<file path="src/rtl/axis_interp_upsampler_pkg.sv">
// Shared types and width helpers for the linear-interpolating AXI-Stream upsampler.
package axis_interp_upsampler_pkg;

   typedef enum logic [1:0] {EMPTY, HOLD, RAMP} state_t;

   // Accumulator carries the sample scaled by 2^L plus one guard bit.
   function automatic int unsigned acc_width(input int unsigned saxis_w, input int unsigned interp_l);
      return saxis_w + interp_l + 1;
   endfunction

   // Segment delta must hold max-min without wrapping.
   function automatic int unsigned delta_width(input int unsigned saxis_w);
      return saxis_w + 1;
   endfunction

endpackage

</file>
<file path="src/rtl/axis_skid1.sv">
// One-deep input holding register; tready is registered as the inverse of the next pend_valid.
module axis_skid1 #(
   parameter int unsigned W = 32
) (
   input  logic                a_clk,
   input  logic                reset,
   input  logic                flush,
   input  logic signed [W-1:0] s_tdata,
   input  logic                s_tvalid,
   output logic                s_tready,
   input  logic                consume,
   output logic signed [W-1:0] pend,
   output logic                pend_valid
);

   logic accept_c;
   logic pend_valid_nxt_c;

   always_comb begin
      accept_c         = s_tvalid && s_tready;
      pend_valid_nxt_c = pend_valid;
      if (accept_c)
         pend_valid_nxt_c = 1'b1;
      else if (consume)
         pend_valid_nxt_c = 1'b0;
   end

   always_ff @(posedge a_clk or posedge reset) begin
      if (reset) begin
         pend       <= '0;
         pend_valid <= 1'b0;
         s_tready   <= 1'b0;
      end else if (flush) begin
         pend       <= '0;
         pend_valid <= 1'b0;
         s_tready   <= 1'b0;
      end else begin
         if (accept_c)
            pend <= s_tdata;
         pend_valid <= pend_valid_nxt_c;
         s_tready   <= !pend_valid_nxt_c;
      end
   end

endmodule

</file>
<file path="src/rtl/axis_interp_upsampler.sv">
// Slow-rate AXI-Stream samples in, one linearly interpolated sample per next_dv strobe out;
// each segment ramps from the previous target to the new one in exactly 2^INTERP_L strobes.
module axis_interp_upsampler
   import axis_interp_upsampler_pkg::*;
#(
   parameter int unsigned SAXIS_TDATA_WIDTH = 32,
   parameter int unsigned MAXIS_TDATA_WIDTH = 32,
   parameter int unsigned INTERP_L          = 6
) (
   input  logic                                a_clk,
   input  logic                                reset,
   input  logic                                enable,
   input  logic                                next_dv,
   input  logic signed [SAXIS_TDATA_WIDTH-1:0] S_AXIS_tdata,
   input  logic                                S_AXIS_tvalid,
   output logic                                S_AXIS_tready,
   output logic        [MAXIS_TDATA_WIDTH-1:0] M_AXIS_tdata,
   output logic                                M_AXIS_tvalid,
   output logic                                underrun,
   output logic        [31:0]                  seg_count
);

   localparam int unsigned ACC_W   = acc_width(SAXIS_TDATA_WIDTH, INTERP_L);
   localparam int unsigned DELTA_W = delta_width(SAXIS_TDATA_WIDTH);
   localparam int unsigned K_W     = INTERP_L + 1;
   localparam int unsigned OUT_MSB = SAXIS_TDATA_WIDTH + INTERP_L - 1;
   localparam logic [K_W-1:0] K_LAST = K_W'(2 ** INTERP_L);

   state_t                       state;
   logic signed [SAXIS_TDATA_WIDTH-1:0] target;
   logic signed [SAXIS_TDATA_WIDTH-1:0] pend;
   logic                         pend_valid;
   logic signed [DELTA_W-1:0]    delta;
   logic signed [DELTA_W-1:0]    delta_new_c;
   logic signed [ACC_W-1:0]      acc;
   logic        [K_W-1:0]        k;
   logic                         seg_end_c;
   logic                         load_c;

   axis_skid1 #(.W(SAXIS_TDATA_WIDTH)) u_skid (
      .a_clk      (a_clk),
      .reset      (reset),
      .flush      (!enable),
      .s_tdata    (S_AXIS_tdata),
      .s_tvalid   (S_AXIS_tvalid),
      .s_tready   (S_AXIS_tready),
      .consume    (load_c),
      .pend       (pend),
      .pend_valid (pend_valid)
   );

   // A pending sample is taken on entry from EMPTY, or at a strobe in HOLD / at a finished segment.
   always_comb begin
      seg_end_c   = (state == RAMP) && (k == K_LAST);
      delta_new_c = DELTA_W'(pend) - DELTA_W'(target);
      load_c      = enable && pend_valid &&
                    ((state == EMPTY) || (next_dv && ((state == HOLD) || seg_end_c)));
   end

   always_ff @(posedge a_clk or posedge reset) begin
      if (reset) begin
         state         <= EMPTY;
         target        <= '0;
         delta         <= '0;
         acc           <= '0;
         k             <= '0;
         M_AXIS_tdata  <= '0;
         M_AXIS_tvalid <= 1'b0;
         underrun      <= 1'b0;
         seg_count     <= '0;
      end else if (!enable) begin
         state         <= EMPTY;
         target        <= '0;
         delta         <= '0;
         acc           <= '0;
         k             <= '0;
         M_AXIS_tdata  <= '0;
         M_AXIS_tvalid <= 1'b0;
         underrun      <= 1'b0;
         seg_count     <= '0;
      end else begin
         underrun     <= 1'b0;
         M_AXIS_tdata <= acc[OUT_MSB -: MAXIS_TDATA_WIDTH];
         case (state)
            EMPTY: begin
               if (pend_valid) begin
                  target        <= pend;
                  acc           <= ACC_W'(pend) <<< INTERP_L;
                  state         <= HOLD;
                  M_AXIS_tvalid <= 1'b1;
               end
            end
            HOLD: begin
               if (load_c) begin
                  delta  <= delta_new_c;
                  target <= pend;
                  acc    <= acc + ACC_W'(delta_new_c);
                  k      <= K_W'(1);
                  state  <= RAMP;
               end
            end
            RAMP: begin
               if (next_dv) begin
                  if (seg_end_c) begin
                     if (load_c) begin
                        delta  <= delta_new_c;
                        target <= pend;
                        acc    <= acc + ACC_W'(delta_new_c);
                        k      <= K_W'(1);
                     end else begin
                        underrun <= 1'b1;
                        state    <= HOLD;
                     end
                  end else begin
                     acc <= acc + ACC_W'(delta);
                     k   <= k + K_W'(1);
                     if (k == K_LAST - K_W'(1))
                        seg_count <= seg_count + 32'd1;
                  end
               end
            end
            default: state <= EMPTY;
         endcase
      end
   end

endmodule

</file>
<file path="config.mk">
export PLATFORM = sky130hd
export DESIGN_NAME = axis_interp_upsampler
export DESIGN_NICKNAME = d
export VERILOG_FILES = /design/src/rtl/axis_interp_upsampler_pkg.sv /design/src/rtl/axis_skid1.sv /design/src/rtl/axis_interp_upsampler.sv
export SDC_FILE = /design/constraint.sdc
export NUM_CORES = 1
export LEC_CHECK = 0
export CAP_MARGIN = 30
export CELL_PAD_IN_SITES_DETAIL_PLACEMENT = 1
export CELL_PAD_IN_SITES_GLOBAL_PLACEMENT = 1
export CORE_UTILIZATION = 35
export CTS_CLUSTER_SIZE = 28
export DETAILED_ROUTE_END_ITERATION = 16
export GPL_TIMING_DRIVEN = 0
export PLACE_DENSITY_LB_ADDON = 0.1
export SLEW_MARGIN = 25
export SYNTH_ARGS = -nofsm -noshare
export SYNTH_HDL_FRONTEND = slang
export SYNTH_HIERARCHICAL = 1
export SYNTH_SLANG_ARGS = --single-unit
</file>
<file path="constraint.sdc">
create_clock -name a_clk -period 6.6 [get_ports a_clk]
set_input_delay 0.99 -clock a_clk [delete_from_list [all_inputs] [get_ports a_clk]]
set_output_delay 0.99 -clock a_clk [all_outputs]
set_load 0.02 [all_outputs]
</file>
# Word level (Yosys, flattened, before mapping)
# Index checks and enable logic that the tools add are counted.
[word_totals]
ff_bits = 213
input_bits = 37
out_inout_bits = 67
wordCells = 100
[op_classes]
n_addsub = 5
n_eq_ne = 18
muxes = 49
reduce_logical = 16
[op_table]
columns = ["operator", "count"]
rows = [
  ["$mux 32", 13],
  ["$mux 39", 5],
  ["$mux 33", 4],
  ["$pmux 39 s3", 1],
  ["$pmux 32 s3", 1],
  ["$add 39x33->39", 2],
  ["$pmux 33 s2", 1],
  ["$sub 32x32->33", 1],
  ["$add 32x1->32 const B", 1],
  ["$mux 7", 4],
  ["$pmux 7 s2", 1],
  ["$mux 1", 12],
  ["$mux 2", 6],
  ["$ne 2x1->1 const B", 6],
  ["$ne 3x3->1 const B", 4],
  ["$reduce_and 4->1", 2],
  ["$add 7x1->7 const B", 1],
  ["$eq 7x6->1 const B", 1],
  ["$eq 7x7->1 const B", 1],
  ["$pmux 2 s3", 1],
  ["$reduce_and 3->1", 2],
  ["$logic_and 1x1->1", 5],
  ["$reduce_and 5->1", 1],
  ["$ne 4x1->1 const B", 1],
  ["9 further kinds", 11],
]

# Logic depth before layout (Yosys ltp)
# Gate-level depths: netlist of the first run.
[depth]
depth_word = 11
ltp_mapped = 23
ltp_nobuf = 22

# Modules after synthesis
# The synthesis of the first run kept the hierarchy.
[by_module_without_submodules]
columns = ["module", "instances", "cells_each", "area_each_um2", "seq_area_each_um2"]
rows = [
  ["axis_interp_upsampler", 1, 1620, 13565.5, 4454.3],
  ["axis_skid1", 1, 153, 1720.4, 850.8],
]

# Worst setup path before layout of the first run
# Ideal clock, no wire load.
[synth_timing]
path_type = "flip-flop to flip-flop"
from = "reg u_skid.pend[0]"
to = "reg acc[37]"
setup_ps = 141
t_arrival_ps = 4585
t_required_ps = 6459
setup_slack_ps = 1874
path_stages_with_launch = 23
n_path_buf = 0
synth_period_minus_slack_ps = 4726
cell_sequence = "dfrtp_1 -> inv_1 -> ha_1 -> fa_1 -> nor2b_1 -> o31ai_1 -> a21oi_1 -> a21oi_1 -> o21bai_1 -> a21o_1 -> a21o_1 -> xor2_1 -> ha_1 -> a21o_1 -> a211o_1 -> a2111oi_0 -> nand3_1 -> a211oi_2 -> nor3_1 -> a221oi_2 -> xor2_1 -> mux2i_1 -> o311ai_1"
[synth_between]
elab_chain_cells = 7
[synth_lines]
columns = ["item", "line", "rtl"]
rows = [
  ["start: declaration", "axis_skid1.sv:12", "output logic signed [W-1:0] pend,"],
  ["start signal: assignment", "axis_skid1.sv:39", "pend <= s_tdata;"],
  ["$sub 32x32->33 *", "axis_interp_upsampler.sv:55", "delta_new_c = DELTA_W'(pend) - DELTA_W'(target);"],
  ["$add 39x33->39 *", "axis_interp_upsampler.sv:97, axis_interp_upsampler.sv:108", ""],
  ["$mux 39 *", "axis_interp_upsampler.sv:94, axis_interp_upsampler.sv:105", ""],
  ["$mux 39", "axis_interp_upsampler.sv:104", "if (seg_end_c) begin"],
  ["$mux 39", "axis_interp_upsampler.sv:103", "if (next_dv) begin"],
  ["$pmux 39 s3 *", "axis_interp_upsampler.sv:84", "case (state)"],
  ["$mux 39 *", "axis_interp_upsampler.sv:71", "end else if (!enable) begin"],
  ["end signal: assignment", "axis_interp_upsampler.sv:88", "acc <= ACC_W'(pend) <<< INTERP_L;"],
  ["end signal: assignment", "axis_interp_upsampler.sv:108", "acc <= acc + ACC_W'(delta_new_c);"],
  ["end signal: assignment", "axis_interp_upsampler.sv:115", "acc <= acc + ACC_W'(delta);"],
  ["end: declaration", "axis_interp_upsampler.sv:35", "logic signed [ACC_W-1:0] acc;"],
]
# Every way passes the cells marked *; elsewhere a longest branch is shown, timed or not. The select of a mux whose other input is x is not followed.
# A chain may end at the register's enable or synchronous reset.

# Final worst setup path of the first run
# Ends and elaborated chain as after synthesis.

==> results of run 1 <==
==> power groups by stage <==
stage,logic [uW],clock network [uW],registers [uW]
2_1_floorplan,1850,0,1540
3_3_place_gp,2710,0,1570
3_5_place_dp,2760,0,1570
4_1_cts,2780,1700,1550
5_1_grt,3050,1740,1570
6_report,2820,1660,1550
==> cell type report <==
type / instances / area share, %
clock inverters: 17 / 1.34
multi-input cells: 1397 / 51.2
flip-flops and latches: 212 / 29.3
clock buffers: 32 / 4.12
plain buffers: 84 / 2.37
inverters: 80 / 1.70
well taps: 585 / 4.05
repair buffers: 103 / 5.87
==> per-stage QoR <==
step,utilization (%),setup slack (ns),power (uW),TNS [ns]
final,42.0,0.437,6030,0
after global routing,42.0,0.0868,6360,0
after CTS,42.0,0.241,6030,0
after detailed placement,39.7,0.294,4340,0
after global placement,39.5,-2.44,4280,-432.16
after floorplan,-,0.780,3390,0
==> synth_stat cells (5+ instances only) <==
cell	number
dfrtp_1	212
nand2_1	197
a21oi_1	165
o21ai_0	136
nor2_1	118
ha_1	115
inv_1	78
nand3_1	68
xnor2_1	60
clkbuf_1	54
a21o_1	51
xor2_1	45
and2_1	44
a22o_1	34
nor3_1	31
a21oi_2	21
a21bo_1	20
nand4_1	19
o211ai_1	19
nand2b_1	14
o21bai_1	14
or3_1	14
a211oi_1	13
a21bo_2	13
buf_4	12
and3_1	11
nor2b_1	11
a221oi_1	10
o31ai_1	10
nor4_1	9
o21a_1	9
a221o_1	8
a31oi_1	8
buf_2	7
mux2i_1	7
o2111ai_1	7
buf_6	6
o221ai_1	6
a211o_1	5
a21boi_0	5
and4_1	5
==> how the worst max path moves through the flow <==
stage,slack [ns],cells after the start,start,endpoint
6_report,0.44,22,u_skid/pend[0]$_DFFE_PP0P_,acc[37]$_DFFE_PP0P_
5_1_grt,0.09,22,u_skid/pend[0]$_DFFE_PP0P_,acc[37]$_DFFE_PP0P_
4_1_cts,0.24,22,u_skid/pend[0]$_DFFE_PP0P_,acc[37]$_DFFE_PP0P_
3_5_place_dp,0.29,22,u_skid/pend[0]$_DFFE_PP0P_,acc[37]$_DFFE_PP0P_
3_3_place_gp,-2.44,2,reset,delta[29]$_DFFE_PP0P_
2_1_floorplan,0.78,1,reset,M_AXIS_tdata[0]$_DFF_PP0_
==> flip-flops by register name (all words and copies together), names as in the netlist <==
signal,cells
k,7
u_skid/pend_valid,1
state,2
seg_count,32
acc,38
u_skid/s_tready,1
M_AXIS_tvalid,1
M_AXIS_tdata,32
underrun,1
delta,33
target,32
u_skid/pend,32
==> routing by layer <==
layer	track usage (%)	wire length, um	up-vias
met3	2.63	2160	83
met2	41.8	25800	314
met5	0	0	-
met4	6.72	1280	0
met1	36.0	27200	7079
li1	-	-	6692
==> cell families after synthesis <==
logic type | share of synthesized area (%)
multiplexers | 0.458
AO/OA/AOI/OAI | 27.1
XOR/XNOR | 6.02
adder cells (fa/ha/maj) | 9.81
flip-flops | 34.7
AND/OR/NAND/NOR | 17.2
buffers and inverters | 4.77
==> layout by cell type, fill, tap and decap left out, types with 21 or more instances in the layout <==
| cell | instances |
|---|---|
| clkbuf_1 | 55 |
| nand2_1 | 197 |
| a21oi_1 | 165 |
| a21o_1 | 51 |
| a22o_1 | 34 |
| dfrtp_1 | 212 |
| clkdlybuf4s50_1 | 100 |
| clkbuf_16 | 28 |
| ha_1 | 115 |
| nor2_1 | 118 |
| xor2_1 | 44 |
| a21oi_2 | 21 |
| xnor2_1 | 60 |
| and2_1 | 44 |
| nand3_1 | 68 |
| o21ai_0 | 135 |
| nor3_1 | 31 |
| inv_1 | 76 |
==> worst max-delay path: stages, from the launching register on <==
cell	delay, ns
dfrtp_1	0.46
inv_1	0.10
ha_1	0.20
fa_1	0.24
nor2b_1	0.08
o31ai_1	0.46
a21oi_1	0.23
a21oi_1	0.32
o21bai_1	0.14
a21o_1	0.20
a21o_1	0.21
xor2_2	0.34
ha_1	0.36
a21o_1	0.18
a211o_1	0.33
a2111oi_0	0.36
nand3_1	0.26
a211oi_2	0.48
nor3_1	0.20
a221oi_2	0.31
xor2_1	0.21
mux2i_1	0.20
o311ai_1	0.11
==> what timing repair did <==
item	CTS	global route
endpoints found under the setup margin	0	1
hold buffers	0	0
resized for setup	0	1
==> run summary, run 1 <==
run status = finished, final reports clean
Reg-to-Reg End = acc[37]$_DFFE_PP0P_
Pre-antenna DRT Iters = 5
vias in the first global route = 14567
Final period util = 93.4%
Max Cap Violations = 0
worst-margin pin slew = 1.02 ns
Psw = 2660 uW
area leader, netlist = dfrtp_1
total grt overflow = 0
# fillers = 5062
final hold slack = 0.480 ns
initial DRC count = 901
Area contributors post-synth = dfrtp_1, ha_1, a21oi_1
top-level port count = 104
DRC errors left = 0
RR Startpoint = u_skid/pend[0]$_DFFE_PP0P_
initial core utilization = 35.5%
diode count = 0
Final GP Congestion = 0.895
Yosys top cell area share = 34.7%
hold crit path type = reg2reg
RSZ-0062 raised after global routing = false
logic gate share of total power = 46.7%
WL/cell = 22.5 um
placed instance area = 17100 um^2
WHS Path Cells = 2
switch share = 44.0%
die width = 211 um
largest net degree at the start of global routing = 90
fin cells = 2510
routed wire length = 56400 um
Cells after Synth = 1773
Post-Place Cells = 2461
DRT antenna net count = 0
Worst R2R Setup Slack = 0.44 ns
power per cell area = 333 nW/um^2
Setup Buffers After CTS = 0
relative slew slack = 32.0%
f_max = 0.162 GHz
post-synthesis sequential area ratio = 34.7%
Via density = 5.64
Pins Over Slew Limit = 0
fin area = 18100 um^2
CTS H-tree depth = 1
fraction of registers with async set/reset = 100%
Vias = 14168
Core Box Area = 43100 um^2
Hold EP = target[27]$_DFFE_PP0P_
Setup violations, final = 0
latest clock arrival within the worst-skew pair = 0.59 ns
Nets = 2061
Worst EP arrival = 6.60 ns
sequential power share = 25.8%
endpoints failing hold = 0
worst vdd ir = 0.232 mV
Yosys cell types = 86
multi-input logic area = 9270 um^2
crit end category = flop
Post-Route Skew = 0.0352 ns
total track usage = 25.6%
fin crit period = 6.16 ns
synthesized area = 15300 um^2
die footprint = 44500 um^2
#FFs+latches synth = 212
Num CTS Buffers = 28
leak pwr = 0.00793 uW
Ys Warns = 6
Worst-path clk slew = 0.06 ns
CTS Sinks = 212
HPWL after DPL = 43600 um
Clk pwr share = 27.5%
die height = 211 um
I/O Buffers = 100
R2R depth = 22
antenna violations before repair = 3
Rows = 76
Worst Path Max Fanout = 5
Post-synth EDFFs = 0
Crit Path Category = reg2reg
Register Area = 5310 um^2
Pint = 3370 uW
clk root buf = clkbuf_16
CTS tree = yes
CP startpoint kind = flop
share of layout cells above drive strength 1 = 7.12%
maximum root-to-sink buffer count = 3
Main synth FF type = dfrtp_1
hold path startpoint = target[27]$_DFFE_PP0P_
syn_nets = 1928
Avg Cell Area, Syn = 8.62 um^2
Critical Path RT = 7.04 ns
post-synthesis to final-layout area growth = 18.3%
first-pass GRT wire length = 87400 um
Power figures use the tool's default switching activity.
==> run 2: changes to the inputs <==
CORE_ASPECT_RATIO = 1.25   (was not set)
DONT_BUFFER_PORTS = 1   (was not set)
clock period = 6.8 ns   (was 6.6 ns; I/O delays follow)
==> run 2 against run 1 <==
Compared with the run above: via count is 3.1% lower; final cell count down 5.0%; non-clock buffer count down 100; flip-flop and latch count unchanged; power is 5.7% lower; sequential share of layout area up 1.9 points; worst setup slack better by 0.23 ns; largest power group unchanged.
==> run summary, run 2 (same netlist as run 1, synthesis figures left out) <==
routed wire length = 56200 um (was 56400 um)
most frequent cells in the layout = dfrtp_1, nand2_1, a21oi_1 (unchanged)
worst vdd ir = 0.178 mV (was 0.232 mV)
# fillers = 5122 (was 5062)
Post-Place Cells = 2341 (was 2461)
Vias = 13728 (was 14168)
Worst-path clk slew = 0.07 ns (was 0.06 ns)
Core Box Area = 43100 um^2 (about the same)
run status = finished, final reports clean (unchanged)
leak pwr = 0.00754 uW (was 0.00793 uW)
die footprint = 44500 um^2 (about the same)
relative slew slack = 36.7% (was 32.0%)
Critical Path End = acc[32]$_DFFE_PP0P_ (was acc[37]$_DFFE_PP0P_)
Rows = 85 (was 76)
vias in the first global route = 14413 (was 14567)
final hold slack = 0.277 ns (was 0.480 ns)
fin area = 17000 um^2 (was 18100 um^2)
latest clock arrival within the worst-skew pair = 0.57 ns (was 0.59 ns)
CTS H-tree depth = 1 (unchanged)
crit end category = flop (unchanged)
CTS tree = yes (unchanged)
RSZ-0062 raised after global routing = false (unchanged)
R2R depth = 20 (was 22)
Pre-antenna DRT Iters = 5 (unchanged)
Via density = 5.76 (was 5.64)
Worst R2R Setup Slack = 0.67 ns (was 0.44 ns)
top flop regs = acc (38), delta (33) (unchanged)
f_max = 0.163 GHz (was 0.162 GHz)
Setup Buffers After CTS = 0 (unchanged)
Worst EP arrival = 6.61 ns (was 6.60 ns)
switch share = 44.2% (was 44.0%)
Critical Path RT = 7.27 ns (was 7.04 ns)
total grt overflow = 0 (unchanged)
Max Cap Violations = 0 (unchanged)
Nets = 1959 (was 2061)
fin crit period = 6.13 ns (was 6.16 ns)
initial DRC count = 647 (was 901)
largest net degree at the start of global routing = 78 (was 90)
worst-margin pin slew = 0.946 ns (was 1.02 ns)
Post-Route Skew = 0.0174 ns (was 0.0352 ns)
top-level port count = 104 (unchanged)
Biggest register = acc (unchanged)
total track usage = 25.4% (was 25.6%)
Reg-to-Reg End = acc[32]$_DFFE_PP0P_ (was acc[37]$_DFFE_PP0P_)
fin cells = 2385 (was 2510)
RR Startpoint = u_skid/pend[0]$_DFFE_PP0P_ (unchanged)
Setup violations, final = 0 (unchanged)
hold buffer count at cts = 0 (unchanged)
Final period util = 90.2% (was 93.4%)
met3 wire length = 2690 um (was 2160 um)
endpoints failing hold = 0 (unchanged)
antenna violations before repair = 0 (was 3)
Final Util = 39.4% (was 42.0%)
post-synthesis to final-layout area growth = 11.1% (was 18.3%)
hold crit path type = in2async (was reg2reg)
Worst Setup SP = u_skid/pend[0]$_DFFE_PP0P_ (unchanged)
diode count = 0 (unchanged)
initial core utilization = 35.5% (about the same)
Post-Route M1 WL = 25000 um (was 27200 um)
Pins Over Slew Limit = 0 (unchanged)
Highest Signal Layer = met4 (unchanged)
Num CTS Buffers = 26 (was 28)
die height = 236 um (was 211 um)
share of layout cells above drive strength 1 = 7.03% (was 7.12%)
placed instance area = 16100 um^2 (was 17100 um^2)
CP startpoint kind = flop (unchanged)
Psw = 2510 uW (was 2660 uW)
power per cell area = 335 nW/um^2 (was 333 nW/um^2)
metal2 WL = 26600 um (was 25800 um)
Pint = 3170 uW (was 3370 uW)
HPWL after DPL = 43500 um (was 43600 um)
maximum root-to-sink buffer count = 3 (unchanged)
commonest non-fill, non-tap cell in the layout = dfrtp_1 (unchanged)
die width = 189 um (was 211 um)
Worst Path Max Fanout = 6 (was 5)
Final GP Congestion = 0.898 (was 0.895)
DRT antenna net count = 0 (unchanged)
max reg flops = 38 (unchanged)
WL/cell = 23.6 um (was 22.5 um)
number of gates resized after CTS = 0 (unchanged)
Crit Path Category = reg2reg (unchanged)
clk root buf = clkbuf_16 (unchanged)
sequential power share = 27.1% (was 25.8%)
first-pass GRT wire length = 86800 um (was 87400 um)
CTS Sinks = 212 (unchanged)
I/O Buffers = 0 (was 100)
logic gate share of total power = 46.0% (was 46.7%)
DRC errors left = 0 (unchanged)
Clk pwr share = 26.8% (was 27.5%)
run 2: cell type report:
type / count / area, um^2 / share of cell area, %
multi-input combinational: 1397 / 9260 / 54.5
sequential: 212 / 5310 / 31.2
clock buffer: 38 / 777 / 4.57
tap: 565 / 707 / 4.16
buffer: 84 / 429 / 2.53
inverter: 80 / 308 / 1.81
clock inverter: 6 / 133 / 0.781
timing repair buffer: 3 / 62.6 / 0.368
run 2: worst max-delay path, stage by stage, from the launching register on:
cell      delay, ns
dfrtp_1        0.49
inv_1          0.10
ha_1           0.24
fa_1           0.42
nor2b_1        0.19
o31ai_1        0.13
a21oi_1        0.28
a21oi_1        0.16
o41ai_1        0.54
xor2_1         0.58
ha_1           0.33
nand3_1        0.18
nor4_1         0.44
o311ai_1       0.29
o211ai_1       0.30
a41o_1         0.34
a31o_2         0.25
a21o_1         0.23
xor2_1         0.29
a32oi_1        0.15
o31ai_1        0.11
run 2: worst min-delay path by stage:
stage | from | end | cells past startpoint
floorplan | target[10]$_DFFE_PP0P_ | target[10]$_DFFE_PP0P_ | 2
global placement | target[20]$_DFFE_PP0P_ | target[20]$_DFFE_PP0P_ | 2
detailed placement | target[19]$_DFFE_PP0P_ | target[19]$_DFFE_PP0P_ | 2
CTS | reset | target[9]$_DFFE_PP0P_ | 1
global route | reset | target[11]$_DFFE_PP0P_ | 1
finish | reset | target[10]$_DFFE_PP0P_ | 1
run 2: per-stage QoR:
| stage | TNS (ns) | total power, uW | setup slack [ns] |
|---|---|---|---|
| floorplan | 0 | 3290 | 0.950 |
| global placement | -321.01 | 4100 | -1.82 |
| detailed placement | 0 | 4130 | 0.713 |
| CTS | 0 | 5690 | 0.692 |
| global route | 0 | 6010 | 0.309 |
| finish | 0 | 5680 | 0.665 |
run 2: layer usage:
| metal | global-route usage [%] | vias to the layer above |
|---|---|---|
| met4 | 8.68 | 0 |
| li1 | - | 6479 |
| met2 | 42.6 | 301 |
| met3 | 3.35 | 97 |
| met5 | 0 | - |
| met1 | 33.4 | 6851 |
run 2: power groups by stage:
stage | combinational (uW) | clock [uW] | sequential [uW]
floorplan | 1800 | 0 | 1500
global placement | 2530 | 0 | 1560
detailed placement | 2570 | 0 | 1560
CTS | 2590 | 1560 | 1540
global route | 2850 | 1600 | 1560
finish | 2620 | 1530 | 1540
==> run 3: changes to the inputs <==
SYNTH_HIERARCHICAL = not set   (was 1)
==> run 3 against run 2 <==
Compared with the run above: utilization is 0.22 points higher; global-route usage up 3.6 points; wire length grew 16%; first-iteration DRC count up 15%; register-to-register slack gained 0.03 ns; fmax up 0.49%; synthesized cell count rose by 7.6%; flip-flop and latch count stayed put; largest cell class unchanged; non-clock buffer count grew 17.
==> run summary, run 3 <==
run status = finished, final reports clean (unchanged)
Final GP Congestion = 0.925 (was 0.898)
R2R depth = 21 (was 20)
top-level port count = 104 (unchanged)
latest clock arrival within the worst-skew pair = 0.59 ns (was 0.57 ns)
antenna violations before repair = 1 (was 0)
total grt overflow = 0 (unchanged)
Final Util = 39.7% (was 39.4%)
hold crit path type = in2async (unchanged)
area leader, netlist = dfrtp_1 (unchanged)
Yosys cell types = 87 (was 86)
Main synth FF type = dfrtp_1 (unchanged)
die footprint = 45300 um^2 (was 44500 um^2)
placed instance area = 16500 um^2 (was 16100 um^2)
f_max = 0.164 GHz (was 0.163 GHz)
fin area = 17500 um^2 (was 17000 um^2)
final hold slack = 0.183 ns (was 0.277 ns)
synthesized area = 15600 um^2 (was 15300 um^2)
Nets = 2103 (was 1959)
Worst-path clk slew = 0.06 ns (was 0.07 ns)
HPWL after DPL = 51700 um (was 43500 um)
Post-synth EDFFs = 0 (unchanged)
Pins Over Slew Limit = 0 (unchanged)
leak pwr = 0.00784 uW (was 0.00754 uW)
relative slew slack = 33.9% (was 36.7%)
Ys Warns = 0 (was 6)
Setup violations, final = 0 (unchanged)
largest net degree at the start of global routing = 31 (was 78)
count leader, synth = nand2_1 (was dfrtp_1)
top cells by count, synth = nand2_1, dfrtp_1, a21oi_1, o21ai_0, nor2_1 (was dfrtp_1, nand2_1, a21oi_1, o21ai_0, nor2_1)
post-synthesis to final-layout area growth = 12.2% (was 11.1%)
DRC errors left = 0 (unchanged)
setup TNS = 0 ns (unchanged)
Avg Cell Area, Syn = 8.15 um^2 (was 8.62 um^2)
Final period util = 89.8% (was 90.2%)
die width = 191 um (was 189 um)
hold buffer count at cts = 0 (unchanged)
Num CTS Buffers = 27 (was 26)
Vias = 14903 (was 13728)
CTS H-tree depth = 1 (unchanged)
WL/cell = 25.7 um (was 23.6 um)
Critical Path RT = 7.22 ns (was 7.27 ns)
RR Startpoint = u_skid.pend[0]$_DFFE_PP0P_ (was u_skid/pend[0]$_DFFE_PP0P_)
Pre-antenna DRT Iters = 5 (unchanged)
Post-Route Skew = 0.0171 ns (was 0.0174 ns)
RSZ-0062 raised after global routing = false (unchanged)
worst vdd ir = 0.263 mV (was 0.178 mV)
first-pass GRT wire length = 98100 um (was 86800 um)
Register Area = 5310 um^2 (unchanged)
power per cell area = 409 nW/um^2 (was 335 nW/um^2)
routed wire length = 65300 um (was 56200 um)
Core Box Area = 44000 um^2 (was 43100 um^2)
total track usage = 28.9% (was 25.4%)
Cells after Synth = 1908 (was 1773)
Yosys top cell area share = 34.1% (was 34.7%)
die height = 238 um (was 236 um)
top flop regs = acc (38), delta (33) (unchanged)
Worst R2R Setup Slack = 0.69 ns (was 0.67 ns)
Worst EP arrival = 6.52 ns (was 6.61 ns)
share of layout cells above drive strength 1 = 5.54% (was 7.03%)
#FFs+latches synth = 212 (unchanged)
Rows = 86 (was 85)
Via density = 5.86 (was 5.76)
initial DRC count = 742 (was 647)
fin crit period = 6.11 ns (was 6.13 ns)
CTS tree = yes (unchanged)
endpoints failing hold = 0 (unchanged)
DRT antenna net count = 0 (unchanged)
Crit Path Category = reg2reg (unchanged)
max reg flops = 38 (unchanged)
Worst Path Max Fanout = 8 (was 6)
Area contributors post-synth = dfrtp_1, ha_1, nand2_1 (was dfrtp_1, ha_1, a21oi_1)
Biggest register = acc (unchanged)
number of gates resized after CTS = 0 (unchanged)
fraction of registers with async set/reset = 100% (unchanged)
most frequent cells in the layout = nand2_1, dfrtp_1, a21oi_1 (was dfrtp_1, nand2_1, a21oi_1)
CTS Sinks = 212 (unchanged)
CP startpoint kind = flop (unchanged)
Setup Buffers After CTS = 0 (unchanged)
worst-margin pin slew = 0.981 ns (was 0.946 ns)
clk root buf = clkbuf_16 (unchanged)
I/O Buffers = 0 (unchanged)
Max Cap Violations = 0 (unchanged)
vias in the first global route = 15403 (was 14413)
# fillers = 5329 (was 5122)
crit end category = flop (unchanged)
initial core utilization = 35.3% (was 35.5%)
Reg-to-Reg End = acc[31]$_DFFE_PP0P_ (was acc[32]$_DFFE_PP0P_)
commonest non-fill, non-tap cell in the layout = nand2_1 (was dfrtp_1)
multi-input logic area = 9620 um^2 (was 9260 um^2)
syn_nets = 2063 (was 1928)
post-synthesis sequential area ratio = 34.1% (was 34.7%)
maximum root-to-sink buffer count = 3 (unchanged)
[run 3: critical path: stages (launching register included)]
cell and delay, ns:
dfrtp_1 0.47, inv_1 0.10, ha_1 0.22, fa_1 0.41
nand2b_1 0.20, a211oi_1 0.27, o21ai_0 0.23, nand4b_1 0.27
a31o_2 0.20, a21oi_1 0.13, o21a_1 0.27, xnor2_1 0.68
ha_1 0.36, clkbuf_1 0.21, a21o_1 0.23, a21oi_1 0.12
o21ai_0 0.09, a31oi_1 0.42, o21ai_0 0.31, nor4b_1 0.23
o31ai_1 0.37, a311oi_1 0.16
[run 3: final cells by class]
class | count | share of cell area [%]
antenna | 1 | 0.0143
clock inverter | 15 | 1.13
clock buffer | 35 | 4.39
timing repair buffer | 11 | 1.09
sequential | 212 | 30.4
inverter | 76 | 1.66
buffer | 93 | 2.10
multi-input combinational | 1527 | 55.1
tap | 572 | 4.10
[run 3: how the worst max path moves through the flow]
| stage | from | endpoint | cells after the start |
|---|---|---|---|
| floorplan | u_skid.pend[6]$_DFFE_PP0P_ | acc[37]$_DFFE_PP0P_ | 20 |
| global route | u_skid.pend[3]$_DFFE_PP0P_ | acc[36]$_DFFE_PP0P_ | 19 |
| detailed placement | u_skid.pend[0]$_DFFE_PP0P_ | acc[31]$_DFFE_PP0P_ | 21 |
| global placement | u_skid.pend[3]$_DFFE_PP0P_ | acc[31]$_DFFE_PP0P_ | 18 |
| CTS | u_skid.pend[0]$_DFFE_PP0P_ | acc[31]$_DFFE_PP0P_ | 21 |
| finish | u_skid.pend[0]$_DFFE_PP0P_ | acc[31]$_DFFE_PP0P_ | 21 |
[run 3: layer usage]
metal	vias up	track usage [%]	wire [um]
met5	-	0	0
met4	0	15.4	3860
met3	135	3.06	2220
met2	351	51.8	33200
met1	7511	33.6	26000
li1	6906	-	-
[run 3: metrics by stage]
step | instances | power, uW | setup WS (ns)
floorplan | 1908 | 4080 | 2.22
global placement | 2480 | 5450 | 0.599
detailed placement | 2491 | 5510 | 0.858
CTS | 2541 | 7120 | 0.819
global route | 2541 | 7520 | 0.394
finish | 2542 | 7140 | 0.695
[run 3: cells by family after synthesis]
group	count (synthesis)	share of synthesized area (%)
buffers and inverters	169	4.18
and+or+nand+nor	710	21.2
muxes	15	0.973
adders and majority gates	118	9.64
AOI/OAI and AO/OA	582	24.2
xor gates and xnor gates	102	5.74
DFF	212	34.1
[run 3: report_power, final]
part / internal (uW) / switching, uW
Combinational: 1190 / 2730
Clock: 948 / 629
Sequential: 1400 / 249
Total: 3540 / 3610
==> variant 1: new RTL, flow settings as in run 1 <==
Re-encode `state_t` (3 states) as one-hot, 3 bits wide.
--- a/src/rtl/axis_interp_upsampler_pkg.sv
+++ b/src/rtl/axis_interp_upsampler_pkg.sv
@@ -1,7 +1,7 @@
 // Shared types and width helpers for the linear-interpolating AXI-Stream upsampler.
 package axis_interp_upsampler_pkg;
 
-   typedef enum logic [1:0] {EMPTY, HOLD, RAMP} state_t;
+   typedef enum logic [2:0] {EMPTY = 3'b001, HOLD = 3'b010, RAMP = 3'b100} state_t;
 
    // Accumulator carries the sample scaled by 2^L plus one guard bit.
    function automatic int unsigned acc_width(input int unsigned saxis_w, input int unsigned interp_l);
Formal check against the unedited RTL: no difference found for any inputs over 4 cycles, from zero or initial values and one cycle with reset high; so few cycles prove little.
==> variant 1 against run 1 <==
- wire length rose by 2.2%
- sequential cell count rose by 1
- hold slack improved by 33 ps
- final cell count rose by 0.96%
- setup slack got worse by 130 ps
- fmax fell by 2.0%
- design area fell by 0.11%
- global-route usage rose by 0.78 points
- synthesized area fell by 0.57%
Power is not compared: it rests on default switching activity, and its combinational part moved more than twofold at a synthesized area within 25%.
==> variant 1: results (changes against run 1) <==
status:
  outcome: "complete, no violations"
synth:
  synth.yosys.seq_area_share_pct: 35.1  # +0.37 points
  synth_commonest_cells: "227 x nand2_1, 212 x dfrtp_1, 179 x a21oi_1"
  syn_nets: 1948  # +1.0%
  synthTopCellsByArea: "dfrtp_1 35%, ha_1 9.1%, a21oi_1 5.9%"
  yosysUniqueCellTypes: 82  # -4.7%
global_route:
  antenna_found_initial: 1  # -2
  grtUsageTotal_pct: 26.4  # +0.78 points
  grt_pass1_vias: 14700  # +0.59%
sta:
  whs_ps: 513  # +32.7 ps
  fmax_mhz: 159  # -2.0%
  fin_skew_ps: 25.9  # -9.33 ps
  tightest_slew_ps: 931  # -85.5 ps
placement:
  pre_cts_slack_ps: 402  # +109 ps
  portBuffers: 102  # +2.0%
  place_hpwl_um: 44600  # +2.2%
  place_area_mm2: 0.0170  # -0.45%
detailed_routing:
  drt-initial-drc-count: 844  # -6.3%
  drt_first_pass_iters: 6  # +1
finish:
  fin_area_mm2: 0.0181  # -0.11%
  nFillCells: 5082  # +0.40%
  clkbuf_count: 34  # +6.3%
  fin_nets: 2085  # +1.2%
  multi_input_gates: 1415  # +1.3%
  clkCellAreaFrac_pct: 5.82  # +0.36 points
worst_hold_path:
  min_to: "delta[18]"
critical_path:
  critPathMaxFanout: 6  # +1
  critical_path_arrival_ps: 6740  # +140 ps
  slowest_delay_ps: 640  # +160 ps
-- variant 1: cell count changes in the layout (fill, tap and decap cells not counted), moves of 9 or more --
cell / delta
nand2_1: +30
nand3_1: +34
o21ai_0: -33
nor3_1: -9
a31oi_1: +16
a22o_1: -31
a21oi_1: +14
a221oi_1: +15
and3_1: +11
buf_1: +11
o211ai_1: -10
-- variant 1: metal layers --
layer | share of wire [%] | vias up | wire (um) | global-route usage [%]
met5 | 0 | - | 0 | 0
met4 | 2.1 | 0 | 1190 | 6.25
met3 | 5.3 | 67 | 3030 | 2.99
met2 | 46 | 311 | 26800 | 43.6
met1 | 46 | 7106 | 26700 | 36.8
li1 | - | 6700 | - | -
-- variant 1: cell families after synthesis --
family / count (synthesis) / synth area share, %
buffers and inverters: 169 / 4.67
xor gates and xnor gates: 118 / 6.85
AOI/OAI and AO/OA: 561 / 24.5
adders and majority gates: 114 / 9.53
and+or+nand+nor: 616 / 19.0
muxes: 6 / 0.395
DFF: 213 / 35.1
==> variant 2: new RTL, settings of run 1 <==
Made on the original files. Change the parameter `SAXIS_TDATA_WIDTH` from 32 to 48.
--- a/src/rtl/axis_interp_upsampler.sv
+++ b/src/rtl/axis_interp_upsampler.sv
@@ -3,7 +3,7 @@
 module axis_interp_upsampler
    import axis_interp_upsampler_pkg::*;
 #(
-   parameter int unsigned SAXIS_TDATA_WIDTH = 32,
+   parameter int unsigned SAXIS_TDATA_WIDTH = 48,
    parameter int unsigned MAXIS_TDATA_WIDTH = 32,
    parameter int unsigned INTERP_L          = 6
 ) (
Interface: changed (resized S_AXIS_tdata); port bits go from 104 to 120. No check against the original RTL was run, so the function may have changed too.
==> variant 2 against run 1 <==
- die area is 42% higher
- clock power increased by 37%
- design area is 42% higher
- wire length is 68% higher
- critical path type unchanged
- via count up 48%
- total power is 55% higher
- sequential share of layout area shrank 2.5 points
- synthesized area is 42% higher
- sequential cell count rose by 64
- setup slack got worse by 110 ps
- final cell count increased by 41%
- highest routed layer unchanged
==> variant 2: results (changes against run 1) <==
status:
  outcome: "complete, no violations"
detailed_routing:
  vias: 21000  # +48%
  drt_first_pass_iters: 5  # unchanged
  drt-initial-drc-count: 1447  # +61%
  wl_per_cell_um: 26.7  # +19%
cts:
  cts.path.max_buffers: 3  # unchanged
  insertion_delay_ps: 610  # +20 ps
  cts_root_buf: "clkbuf_16"
  numCtsBuffers: 40  # +43%
  htree_levels: 2  # +1
  clk_pin_slew_ps: 60  # about the same
placement:
  gp_congestion: 0.939  # +4.9%
  place_area_mm2: 0.0242  # +42%
  portBuffers: 118  # +18%
  pre_cts_slack_ps: -649  # -943 ps
  place_hpwl_um: 74400  # +71%
synth:
  synthTopCellsByArea: "dfrtp_1 32%, ha_1 9.4%, a21oi_1 5.6%"
  synth-async-reset-ratio_pct: 100  # unchanged
  synth_ff_type: "dfrtp_1"
  yosysUniqueCellTypes: 94  # +9.3%
  synth_warnings: 6  # unchanged
  synth_commonest_cells: "283 x nand2_1, 276 x dfrtp_1, 244 x a21oi_1"
  synth.yosys.seq_area_share_pct: 31.8  # -2.9 points
  syn_nets: 2770  # +44%
finish:
  nFillCells: 7145  # +41%
  drive_above_1_share_pct: 10.5  # +3.4 points
  antenna_cells: 0  # unchanged
  fin_nets: 2950  # +43%
  reg_top3: "acc: 54 flops, delta: 49 flops"
global_route:
  grtUsageTotal_pct: 29.9  # +4.3 points
  antenna_found_initial: 2  # -1
  grt_pass1_wl_um: 141000  # +62%
  grt_pass1_vias: 21600  # +48%
  grt_max_degree: 51  # -43%
pwr:
  sw_frac_of_total_pct: 48.0  # +4.0 points
  ir_drop_mv: 0.176  # -24%
  power_leakage_nw: 11.2  # +42%
worst_hold_path:
  min_path_type: "reg -> reg"
critical_path:
  critical_path_arrival_ps: 6710  # +110 ps
  critPathMaxFanout: 9  # +4
flow_run:
  maxCapViolCount: 0  # unchanged
sta:
  setup_tns_ps: 0  # unchanged
  fin_skew_ps: 45.0  # +9.78 ps
  maxSlewHeadroom_pct: 29.5  # -2.5 points
[variant 2: power groups by stage]
stage	Sequential, W	Combinational, W	Clock (W)
2_1_floorplan	0.00205	0.00306	0
3_5_place_dp	0.00211	0.00477	0
4_1_cts	0.00208	0.00482	0.00232
6_report	0.00209	0.00498	0.00228
5_1_grt	0.00211	0.00532	0.00239
3_3_place_gp	0.00211	0.00465	0
[variant 2: repair_timing]
item                                    4_1_cts  5_1_grt
setup buffers                                 1        3
pin swaps                                     1        4
hold endpoints to repair                      0        0
resized for setup                             6       12
endpoints found under the setup margin       16        9
[variant 2: kinds of logic after synthesis]
logic type	count (synthesis)	share of synthesized area, %
simple gates	765	17.5
compound gates	929	29.0
mux	10	0.466
buf+inv	247	5.32
xor+xnor	156	6.29
flops	276	31.8
fa+ha+maj	167	9.72
[variant 2: worst paths after layout]
| kind | from | to | slack (ps) | cells past startpoint |
|---|---|---|---|---|
| hold / removal | target[28] | target[28] | 480 | 2 |
| max in group asynchronous | reset | M_AXIS_tdata[2] | 4710 | 5 |
| hold reg to reg | target[28] | target[28] | 480 | 2 |
| setup / recovery | u_skid/pend[1] | acc[53] | 330 | 23 |
| setup reg to reg | u_skid/pend[1] | acc[53] | 330 | 23 |
| min in group asynchronous | reset | u_skid/pend[43] | 850 | 3 |
[variant 2: layer usage]
layer,track usage [%],wire length [um]
met5,0,0
met2,49.4,43900
met4,8.92,2940
met3,3.27,4280
met1,40.8,43500
[variant 2: area by class of cell]
class | count | share of cell area, %
inverter | 97 | 1.44
clock inverter | 13 | 0.851
clock buffer | 57 | 4.49
multi-input combinational | 2027 | 53.7
timing repair buffer | 141 | 5.86
buffer | 147 | 3.05
sequential | 276 | 26.8
tap | 782 | 3.80
[variant 2: per-stage QoR]
stage,util [%],power [W],std cells
2_1_floorplan,-,0.00511,2550
3_3_place_gp,39.3,0.00675,3450
3_5_place_dp,39.8,0.00688,3467
4_1_cts,42.1,0.00922,3537
5_1_grt,42.3,0.00981,3540
6_report,42.3,0.00934,3540
[variant 2: worst max-delay path: stages (launching register included)]
cell and delay [ps]:
dfrtp_1 450, ha_1 300, nor2b_1 120, o21ai_0 110, a21boi_0 380, o31ai_2 160, nor3_2 320, or3_1 230
a31oi_1 110, a211o_1 350, o41ai_1 480, xor2_1 380, ha_1 430, o21a_1 240, nor2_1 80, a211o_1 130
o21ai_0 100, a21o_1 240, o211ai_1 510, a21oi_2 150, o221ai_1 250, xor2_1 240, mux2i_1 220, o311ai_1 110
